**config.mk**
```make
export PLATFORM = sky130hd
export DESIGN_NAME = prog_loader
export DESIGN_NICKNAME = d
export VERILOG_FILES = /design/src/rtl/prog_loader.sv
export SDC_FILE = /design/constraint.sdc
export NUM_CORES = 1
export LEC_CHECK = 0
export ABC_AREA = 1
export BUFFER_PORTS_ARGS = -buffer_cell sky130_fd_sc_hd__buf_2
export CAP_MARGIN = 20
export CORE_MARGIN = 3
export CORE_UTILIZATION = 35
export DETAILED_ROUTE_END_ITERATION = 10
export SLEW_MARGIN = 20
export SYNTH_ARGS = -nofsm -noshare
export SYNTH_HDL_FRONTEND = slang
export SYNTH_SLANG_ARGS = --single-unit
```
**constraint.sdc**
```tcl
create_clock -name clk -period 2.3 [get_ports clk]
set_input_delay 0.69 -clock clk [delete_from_list [all_inputs] [get_ports clk]]
set_output_delay 0.69 -clock clk [all_outputs]
set_load 0.05 [all_outputs]
```
**src/rtl/prog_loader.sv**
```systemverilog
// Serial program loader: assembles MSB-first serial bits into WORD_W-bit words and
// writes them to consecutive storage slices through a one-hot write select.
module prog_loader #(
  parameter int WORD_W = 17,
  parameter int DEPTH  = 16,
  parameter int ADDR_W = 4
) (
  input  logic              clk,
  input  logic              rst,
  input  logic              start,
  input  logic [ADDR_W:0]   len,
  input  logic              ser_in,
  input  logic              ser_valid,
  output logic [WORD_W-1:0] wd,
  output logic [DEPTH-1:0]  ws,
  output logic [ADDR_W-1:0] addr,
  output logic              busy,
  output logic              done,
  output logic              overrun
);

  localparam int CNT_W = $clog2(WORD_W);
  localparam logic [CNT_W-1:0]  LAST_BIT = CNT_W'(WORD_W - 1);
  localparam logic [CNT_W-1:0]  CNT_ONE  = CNT_W'(1);
  localparam logic [ADDR_W-1:0] ADDR_ONE = ADDR_W'(1);
  localparam logic [ADDR_W:0]   LEN_ONE  = (ADDR_W + 1)'(1);
  localparam logic [ADDR_W:0]   LEN_MAX  = (ADDR_W + 1)'(DEPTH);

  typedef enum logic [1:0] {
    IDLE  = 2'd0,
    SHIFT = 2'd1,
    WRITE = 2'd2,
    DONE  = 2'd3
  } state_t;

  state_t             state_r;
  logic [WORD_W-1:0]  shreg_r;
  logic [CNT_W-1:0]   bitcnt_r;
  logic [ADDR_W:0]    len_r;

  function automatic logic [DEPTH-1:0] onehot(input logic [ADDR_W-1:0] a);
    return {{(DEPTH - 1){1'b0}}, 1'b1} << a;
  endfunction

  // Load sequencer; every output is registered and follows the state it enters.
  always_ff @(posedge clk or posedge rst) begin
    if (rst) begin
      state_r  <= IDLE;
      shreg_r  <= '0;
      bitcnt_r <= '0;
      len_r    <= '0;
      wd       <= '0;
      ws       <= '0;
      addr     <= '0;
      busy     <= 1'b0;
      done     <= 1'b0;
      overrun  <= 1'b0;
    end else begin
      ws   <= '0;
      done <= 1'b0;
      case (state_r)
        IDLE: begin
          busy <= 1'b0;
          if (start) begin
            overrun  <= 1'b0;
            addr     <= '0;
            bitcnt_r <= '0;
            shreg_r  <= '0;
            if (len == '0) begin
              len_r   <= '0;
              done    <= 1'b1;
              state_r <= DONE;
            end else begin
              // Clamping here is what keeps addr inside the storage array.
              len_r   <= (len > LEN_MAX) ? LEN_MAX : len;
              busy    <= 1'b1;
              state_r <= SHIFT;
            end
          end
        end
        SHIFT: begin
          if (ser_valid) begin
            shreg_r <= {shreg_r[WORD_W-2:0], ser_in};
            if (bitcnt_r == LAST_BIT) begin
              wd       <= {shreg_r[WORD_W-2:0], ser_in};
              bitcnt_r <= '0;
              ws       <= onehot(addr);
              state_r  <= WRITE;
            end else begin
              bitcnt_r <= bitcnt_r + CNT_ONE;
            end
          end
        end
        WRITE: begin
          // The shifter is not listening during the write cycle.
          if (ser_valid) begin
            overrun <= 1'b1;
          end
          if ({1'b0, addr} == (len_r - LEN_ONE)) begin
            busy    <= 1'b0;
            done    <= 1'b1;
            state_r <= DONE;
          end else begin
            addr    <= addr + ADDR_ONE;
            state_r <= SHIFT;
          end
        end
        DONE: begin
          busy    <= 1'b0;
          state_r <= IDLE;
        end
        default: begin
          busy    <= 1'b0;
          state_r <= IDLE;
        end
      endcase
    end
  end

endmodule
```
# Word level (Yosys, flattened, before mapping)
# Index checks and enable logic that the tools add are counted.
[classes]
n_addsub = 3
n_lt_le_gt_ge = 1
eq_ne = 11
shift = 1
mux = 32
reduce_logical = 12
[ops]
columns = ["operator", "count"]
rows = [
  ["$mux 16", 5],
  ["$pmux 16 s2", 1],
  ["$mux 5", 5],
  ["$shl 1x4->16 const A", 1],
  ["$reduce_and 3->1", 5],
  ["$ne 2x2->1 const B", 6],
  ["$mux 2", 5],
  ["$pmux 5 s2", 1],
  ["$mux 1", 8],
  ["$mux 4", 2],
  ["$pmux 2 s4", 1],
  ["$pmux 4 s2", 1],
  ["$add 5x1->5 const B", 1],
  ["$eq 4x5->1", 1],
  ["$eq 5x5->1 const B", 1],
  ["$gt 5x5->1 const B", 1],
  ["$logic_not 5->1", 1],
  ["$sub 5x1->5 const B", 1],
  ["$add 4x1->4 const B", 1],
  ["$eq 2x2->1 const B", 2],
  ["$pmux 1 s2", 2],
  ["$reduce_and 2->1", 2],
  ["$reduce_bool 2->1", 2],
  ["$pmux 1 s3", 1],
  ["3 further kinds", 3],
]
[totals]
reg_bits = 68
in_bits = 10
out_inout_bits = 40
wordCells = 70

# Logic depth before layout (Yosys ltp)
# Gate-level depths: netlist of the first run.
[depth]
word_depth = 4
depth_mapped = 13
mapped_depth_nobuf = 13

# Worst setup path after synthesis of the first run
# No wires, ideal clock.
[synth_path]
path_kind = "register -> register"
from = "register addr[2]"
to = "register addr[2]"
setup_time_ns = 0.119
arrival_ns = 1.482
required_time_ns = 2.181
path_slack_ns = 0.699
path_stages_with_launch = 10
path_buffers = 0
synth_period_minus_slack_ns = 1.601
cell_sequence = "dfrtp_1 inv_2 nand3_1 nand2_1 nor2_1 nand2_1 nand2_2 nand2_1 nand2_1 nand2_1"
[synth_via]
elab_chain_cells = 3
elab_cells_between_ends = 6
cone_classes = "add/sub (1); eq/ne (2); mux (2); reduce/logical (1)"
[synth_lines]
columns = ["item", "line", "source"]
rows = [
  ["from (decl)", "16", "output logic [ADDR_W-1:0] addr,"],
  ["from (signal assigned)", "104", "addr <= addr + ADDR_ONE;"],
  ["$add 4x1->4 / $eq 4x5->1 (equally long branches)", "104, 99", ""],
  ["$mux 4 / $ne 2x2->1 (equally long branches)", "-", ""],
  ["$pmux 4 s2 / $reduce_and 3->1 (equally long branches)", "-", ""],
]
# Parallel ways exist; a longest one is shown, timed or not. The select of a mux whose other input is x is not followed.
# A chain may end at the register's enable or synchronous reset.

# Final worst setup path of the first run
[layout_path]
from = "register addr[2]"
to = "output addr[2]"
# No word-level cell between the ends.

==> out/results.tsv, run 1 <==
stage	metric	value	unit
floorplanning	fp.dieH	96.86	microns
sta	worst_clock_skew	6.407	ps
layout	diodes	0	
global_route	grt-ovfl-total	0	
sta	finalSetupViolations	0	
logic_synthesis	synth_top_cell_by_area	dfrtp_1	
placed_design	dp_cells	471	
layout	drive_gt1_frac	0.2104	
global_route	grt_pass1_vias	2104	
logic_synthesis	yosysTopAreaCellShare	0.5890	
power_and_ir_drop	max-vdd-ir-drop	0.3931	mV
critical_path	path_cells	buf_2	
power_and_ir_drop	p_per_area	980.2	nW/um^2
critical_path	critPathSlowestCell	dfrtp_1	
sta	relSlewSlack	0.7287	
critical_path	cp_top_family	flip-flops	
logic_synthesis	yosysSeqAreaShare	0.5890	
clocking	cts_sinks	68	
floorplanning	die_w	96.86	microns
global_route	grtUsageTotal	0.1271	
min_path	hp-class	in -> async	
critical_path	startpoint_type	flip-flop	
layout	area_growth	20.23	%
critical_path	cp.buffers_inverters	1	
clocking	cts_resized	0	
clocking	cts-root-buf	clkbuf_8	
logic_synthesis	ys_seq_elements	68	
critical_path	worstPathRequired	1610	ps
sta	tightestPinTransition	403.3	ps
global_route	grt_first_pass_wirelength	9763	microns
global_route	antenna_found_initial	0	
sta	setup_tns	0	ps
floorplanning	fp.coreArea	7888	sq um
critical_path	crit_fanout	9	
layout	final_area	3473	sq um
layout	postLayoutCoreUtil	0.4404	
route	viasPerCell	4.528	
route	drtPass1Iterations	4	
route	wire_per_inst	11.74	microns
clocking	numCtsBuffers	9	
placed_design	place_hpwl	3982	microns
clocking	clkTransAtPathRegs	70	ps
logic_synthesis	syn_area	2889	sq um
route	first_iter_violations	109	
placed_design	routabilityCongestion	0.7903	
logic_synthesis	synth_cell_types	20	
clocking	clock_latency	340	ps
critical_path	cpPeakStageDelay	530	ps
floorplanning	start_util	0.3663	
layout	n_fill_cell	772	
placed_design	portBuffers	49	
job	maxCapViolations	0	
logic_synthesis	synthesis.instances	324	
clocking	tritoncts	done	
global_route	grt_max_degree	69	
route	ant_nets	0	
sta	rsz0062_at_grt	false	
critical_path	worstSetupPathType	reg -> out	
logic_synthesis	synthTopCellsByArea	dfrtp_1 (59%), nand2_1 (9.2%), inv_1 (5.3%)	
logic_synthesis	synth_area_per_cell	8.917	sq um
sta	maxSlewViolCount	0	
sta	max_freq	0.5304	GHz
sta	fin_hold_ws	443.7	ps
critical_path	cp-end-kind	output port	
clocking	cts_setup_buffers	0	
floorplanning	placementRows	32	
floorplanning	die_area	9381	sq um
placed_design	postPlaceCellArea	3271	sq um
run_status	status	complete, no violations	
clocking	h-tree-depth	3	
route	drt_wl_total	5717	microns
route	drc_errors	0	
critical_path	arrival	1200	ps
layout	layoutNonFillerInstCount	487	
power_and_ir_drop	p_leak	0.001805	uW
clocking	clockBufferDepth	2	
sta	finalCritPeriodShare	0.8198	
route	vias	2205	
logic_synthesis	postSynthNetCount	343	
logic_synthesis	yosys_warnings	0	
sta	hold_viol_final	0	
critical_path	timing.reg2reg.setup_slack	600	ps
sta	period_minus_slack	1886	ps
layout	fin_nets	399	
clocking	postCtsHoldBufs	0	
floorplanning	io_pins	50	
-- path summary, 6_finish.rpt --
path,startpoint,endpoint,depth (start not counted)
setup / recovery,addr[2],addr[2],1
hold / removal,rst,wd[16],3
setup reg to reg,len_r[0],addr[3],12
hold reg to reg,wd[0],wd[0],2
max in group asynchronous,rst,shreg_r[11],3
min in group clk,wd[0],wd[0],2
-- logic make-up (layout without fill, tap and decap cells) --
| logic type | after synthesis | count (layout) | synth area share |
|---|---|---|---|
| simple gates | 139 | 139 | 0.1979 |
| flops | 68 | 68 | 0.5890 |
| buf+inv | 56 | 117 | 0.07795 |
| compound gates | 49 | 49 | 0.08705 |
| fa+ha+maj | 9 | 9 | 0.03898 |
| xor+xnor | 3 | 3 | 0.009097 |
-- Yosys cell counts, drive strengths merged --
| cell type | count |
|---|---|
| nand2 | 74 |
| nand3 | 30 |
| xor2 | 2 |
| ha | 9 |
| a21oi | 6 |
| clkbuf | 2 |
| inv | 47 |
| xnor2 | 1 |
| dfrtp | 68 |
| nor2 | 34 |
| o21ai | 38 |
| o22ai | 5 |
| nor4 | 1 |
| buf | 7 |
-- through the flow --
stage	setup WS (ps)	power, uW
2_1_floorplan	699.2	2233
6_report	414.5	3405
4_1_cts	390.8	3448
5_1_grt	346.4	3658
3_5_place_dp	569.4	2439
3_3_place_gp	601.1	2424
-- flip-flops by register name, indices dropped and copies added, names as in the netlist, 2 cells and up --
name and flops:
state_r 2, len_r 5, wd 17, shreg_r 16, ws 16, bitcnt_r 5
addr 4
-- final cells by class --
type / instances / area, sq um / share of cell area
flip-flops and latches: 68 / 1702 / 0.4899
multi-input cells: 200 / 965.9 / 0.2781
repair buffers: 54 / 295.3 / 0.08501
inverters: 47 / 180.2 / 0.05187
clock buffers: 12 / 155.1 / 0.04467
well taps: 102 / 127.6 / 0.03674
clock inverters: 4 / 47.55 / 0.01369
-- cells in the final DEF, fill, tap and decap left out, drive strengths merged --
cell type,n
clkinv,2
dfrtp,68
nor4,1
xnor2,1
inv,46
clkbuf,12
ha,9
nand3,30
nand2,74
bufinv,1
buf,54
a21oi,6
clkinvlp,2
o22ai,5
xor2,2
nor2,34
o21ai,38
-- layer usage --
metal | up-vias | global-route usage | wire length (microns)
li1 | 1141 | - | -
met3 | 9 | 0.02884 | 205
met5 | - | 0 | 0
met2 | 38 | 0.1921 | 2542
met1 | 1017 | 0.1735 | 2847
met4 | 0 | 0.05832 | 121
-- power by group --
group / switching (uW) / total [uW] / internal, uW
clock: 440 / 997 / 557
combinational: 670 / 959 / 289
sequential: 115 / 1450 / 1330
total: 1230 / 3400 / 2180
(Power assumes the default switching activity.)
==> run 2: changes to the inputs <==
Clock period 2.3 ns to 1.6 ns, I/O delays scaled along.
==> run 2 against run 1 <==
  * Setup slack got worse by 340 ps
  * Register-to-register slack got worse by 520 ps
  * Global-route usage barely moved
  * Hold slack got worse by 210 ps
  * Die area did not move
  * Clock skew fell by 0.68 ps
  * Clock-buffer cell count fell by 3
  * First-iteration DRC count rose by 4.6%
  * Clock power rose by 41%
  * Sequential share of layout area fell by 1.6 points
  * Final area rose by 3.7%
==> out/results.tsv, run 2 (synthesis gave the netlist of run 1 again) <==
stage	metric	value	unit	change
layout	diodes	0		unchanged
floorplanning	die_w	96.86	microns	unchanged
route	vias	2227		+1.0%
clocking	clock_latency	340	ps	about the same
sta	setup_ws	79.22	ps	-335.3 ps
job	maxCapViolations	0		unchanged
clocking	tritoncts	done		
critical_path	cpPeakStageDelay	470	ps	-60 ps
sta	worst_clock_skew	5.726	ps	-0.6816 ps
floorplanning	start_util	0.3663		unchanged
layout	drive_gt1_frac	0.2646		+0.05424
critical_path	path_cells	buf_4		
critical_path	timing.reg2reg.setup_slack	80	ps	-520 ps
power_and_ir_drop	seqPwrFrac	0.407		-0.019
route	drtPass1Iterations	4		unchanged
route	drc_errors	0		unchanged
sta	rsz0062_at_grt	true		
power_and_ir_drop	p_switching	1905	uW	+55%
critical_path	arrival	1040	ps	-160 ps
critical_path	cp.depth	1		unchanged
layout	layout_common_cells	nand2_1 (68), dfrtp_1 (64), buf_2 (45), inv_1 (38), nand3_1 (30)		
critical_path	cp-end-kind	output port		
layout	fin_nets	407		+2.0%
critical_path	worstSetupPathType	reg -> out		
sta	tightestPinTransition	378.7	ps	-24.60 ps
sta	period_minus_slack	1521	ps	
global_route	grt_max_degree	69		unchanged
power_and_ir_drop	p_comb_frac	0.318		+0.036
placed_design	routabilityCongestion	0.7434		-5.9%
global_route	grt-ovfl-total	0		unchanged
layout	regArea	1707	sq um	+0.29%
power_and_ir_drop	pwr-share-clk	0.275		-0.018
sta	setup_tns	0	ps	unchanged
route	drt_wl_total	5638	microns	-1.4%
sta	hold_viol_final	0		unchanged
floorplanning	placementRows	32		unchanged
critical_path	r2r_start	len_r[0]		
critical_path	startpoint	addr[2]		
placed_design	place_hpwl	3892	microns	-2.2%
critical_path	reg2reg_depth	12		unchanged
floorplanning	io_pins	50		unchanged
layout	largest_reg_flops	17		unchanged
global_route	grt_first_pass_wirelength	9756	microns	about the same
critical_path	worstPathRequired	1120	ps	-490 ps
layout	final_common_cell	nand2_1		
sta	maxSlewViolCount	0		unchanged
floorplanning	fp.coreArea	7888	sq um	unchanged
clocking	numCtsBuffers	9		unchanged
power_and_ir_drop	p_per_area	1425	nW/um^2	+45%
power_and_ir_drop	max-vdd-ir-drop	0.4918	mV	+25%
critical_path	cp.buffers_inverters	1		unchanged
floorplanning	fp.dieH	96.86	microns	unchanged
power_and_ir_drop	p_total	5135	uW	+51%
sta	finalSetupViolations	0		unchanged
clocking	h-tree-depth	3		unchanged
clocking	clkTransAtPathRegs	80	ps	about the same
clocking	cts-root-buf	clkbuf_8		
route	viasPerCell	4.499		-0.63%
power_and_ir_drop	switching_share	0.3711		+0.01114
layout	top_register	wd		
global_route	antenna_found_initial	0		unchanged
critical_path	critPathSlowestCell	dfrtp_2		
sta	finalCritPeriodShare	0.9505		
sta	relSlewSlack	0.7452		+0.01655
placed_design	portBuffers	49		unchanged
clocking	clockBufferDepth	2		unchanged
run_status	status	complete, no violations		
floorplanning	die_area	9381	sq um	unchanged
critical_path	startpoint_type	flip-flop		
critical_path	crit_fanout	9		unchanged
clocking	cts_sinks	68		unchanged
global_route	grt_pass1_vias	2073		-1.5%
placed_design	dp_slack	-0.1582	ps	-569.6 ps
global_route	grtUsageTotal	0.1268		-0.0003058
route	ant_nets	0		unchanged
critical_path	cp_top_family	flip-flops		
critical_path	r2r-end	addr[3]		
route	first_iter_violations	114		+4.6%
layout	n_fill_cell	767		-0.65%
layout	area_growth	24.69	%	
sta	max_freq	0.6576	GHz	
critical_path	endpoint	addr[2]		
route	wire_per_inst	11.39	microns	-3.0%
min_path	hp-class	in -> async		
layout	multiInputGateArea	1001	sq um	+3.6%
power_and_ir_drop	p_leak	0.001838	uW	+1.8%
layout	top_regs	wd x17, shreg_r x16, ws x16		
power_and_ir_drop	p_int	3230	uW	+48%
run 2: changes by cell type in the layout (fill, tap and decap cells not counted), moves of 2 or more:
cell,before,now
dfrtp_1,68,64
inv_6,0,2
inv_1,40,38
nand2_1,71,68
clkbuf_8,11,9
nor2_1,33,29
buf_2,49,45
nor2_2,1,5
nand2_2,3,5
buf_4,4,14
clkinvlp_4,2,4
dfrtp_2,0,4
run 2: metrics by stage:
stage                     std cells  area [sq um]  hold slack (ps)    util
final                           495          3602            230.4  0.4567
after global routing            495          3602            249.1  0.4567
after CTS                       493          3545            231.8  0.4494
after detailed placement        476          3322            452.7  0.4212
after global placement          476          3322            454.8  0.4212
after floorplan                 324          2894            464.6       -
run 2: worst min-delay path by stage:
stage                          start  endpoint  slack (ps)  cells past startpoint
after floorplan           shreg_r[0]     wd[1]         460                      2
after global placement         wd[0]     wd[0]         450                      2
after detailed placement       wd[0]     wd[0]         450                      2
after CTS                        rst    wd[10]         230                      3
after global routing             rst     wd[9]         250                      3
final                            rst    wd[10]         230                      3
run 2: metal layers:
metal  wire [microns]  global-route usage  share of wire
met3              231             0.03605          0.041
met4               93             0.05184          0.016
met5                0                   0              0
met1             2771              0.1763           0.49
met2             2542              0.1858           0.45
run 2: power by group through the flow:
| stage | Clock [uW] | Combinational (uW) | Sequential (uW) |
|---|---|---|---|
| after floorplan | 0 | 1010 | 2200 |
| after global placement | 0 | 1480 | 2110 |
| after detailed placement | 0 | 1500 | 2120 |
| after CTS | 1450 | 1540 | 2090 |
| after global routing | 1540 | 1870 | 2120 |
| final | 1410 | 1630 | 2090 |
run 2: area by class of cell:
cell class | instances | area share
multi-input combinational | 200 | 0.2779
sequential | 68 | 0.4738
clock inverter | 7 | 0.02084
tap | 102 | 0.03543
inverter | 47 | 0.05071
clock buffer | 9 | 0.03439
timing repair buffer | 62 | 0.1070
run 2: what timing repair did:
| action | 4_1_cts | 5_1_grt |
|---|---|---|
| pin swaps | 1 | 8 |
| hold buffers | 0 | 0 |
| buffers inserted | 1 | 2 |
| setup endpoints to repair | 7 | 38 |
| hold endpoints to repair | 0 | 0 |
| gates resized for setup | 8 | 14 |
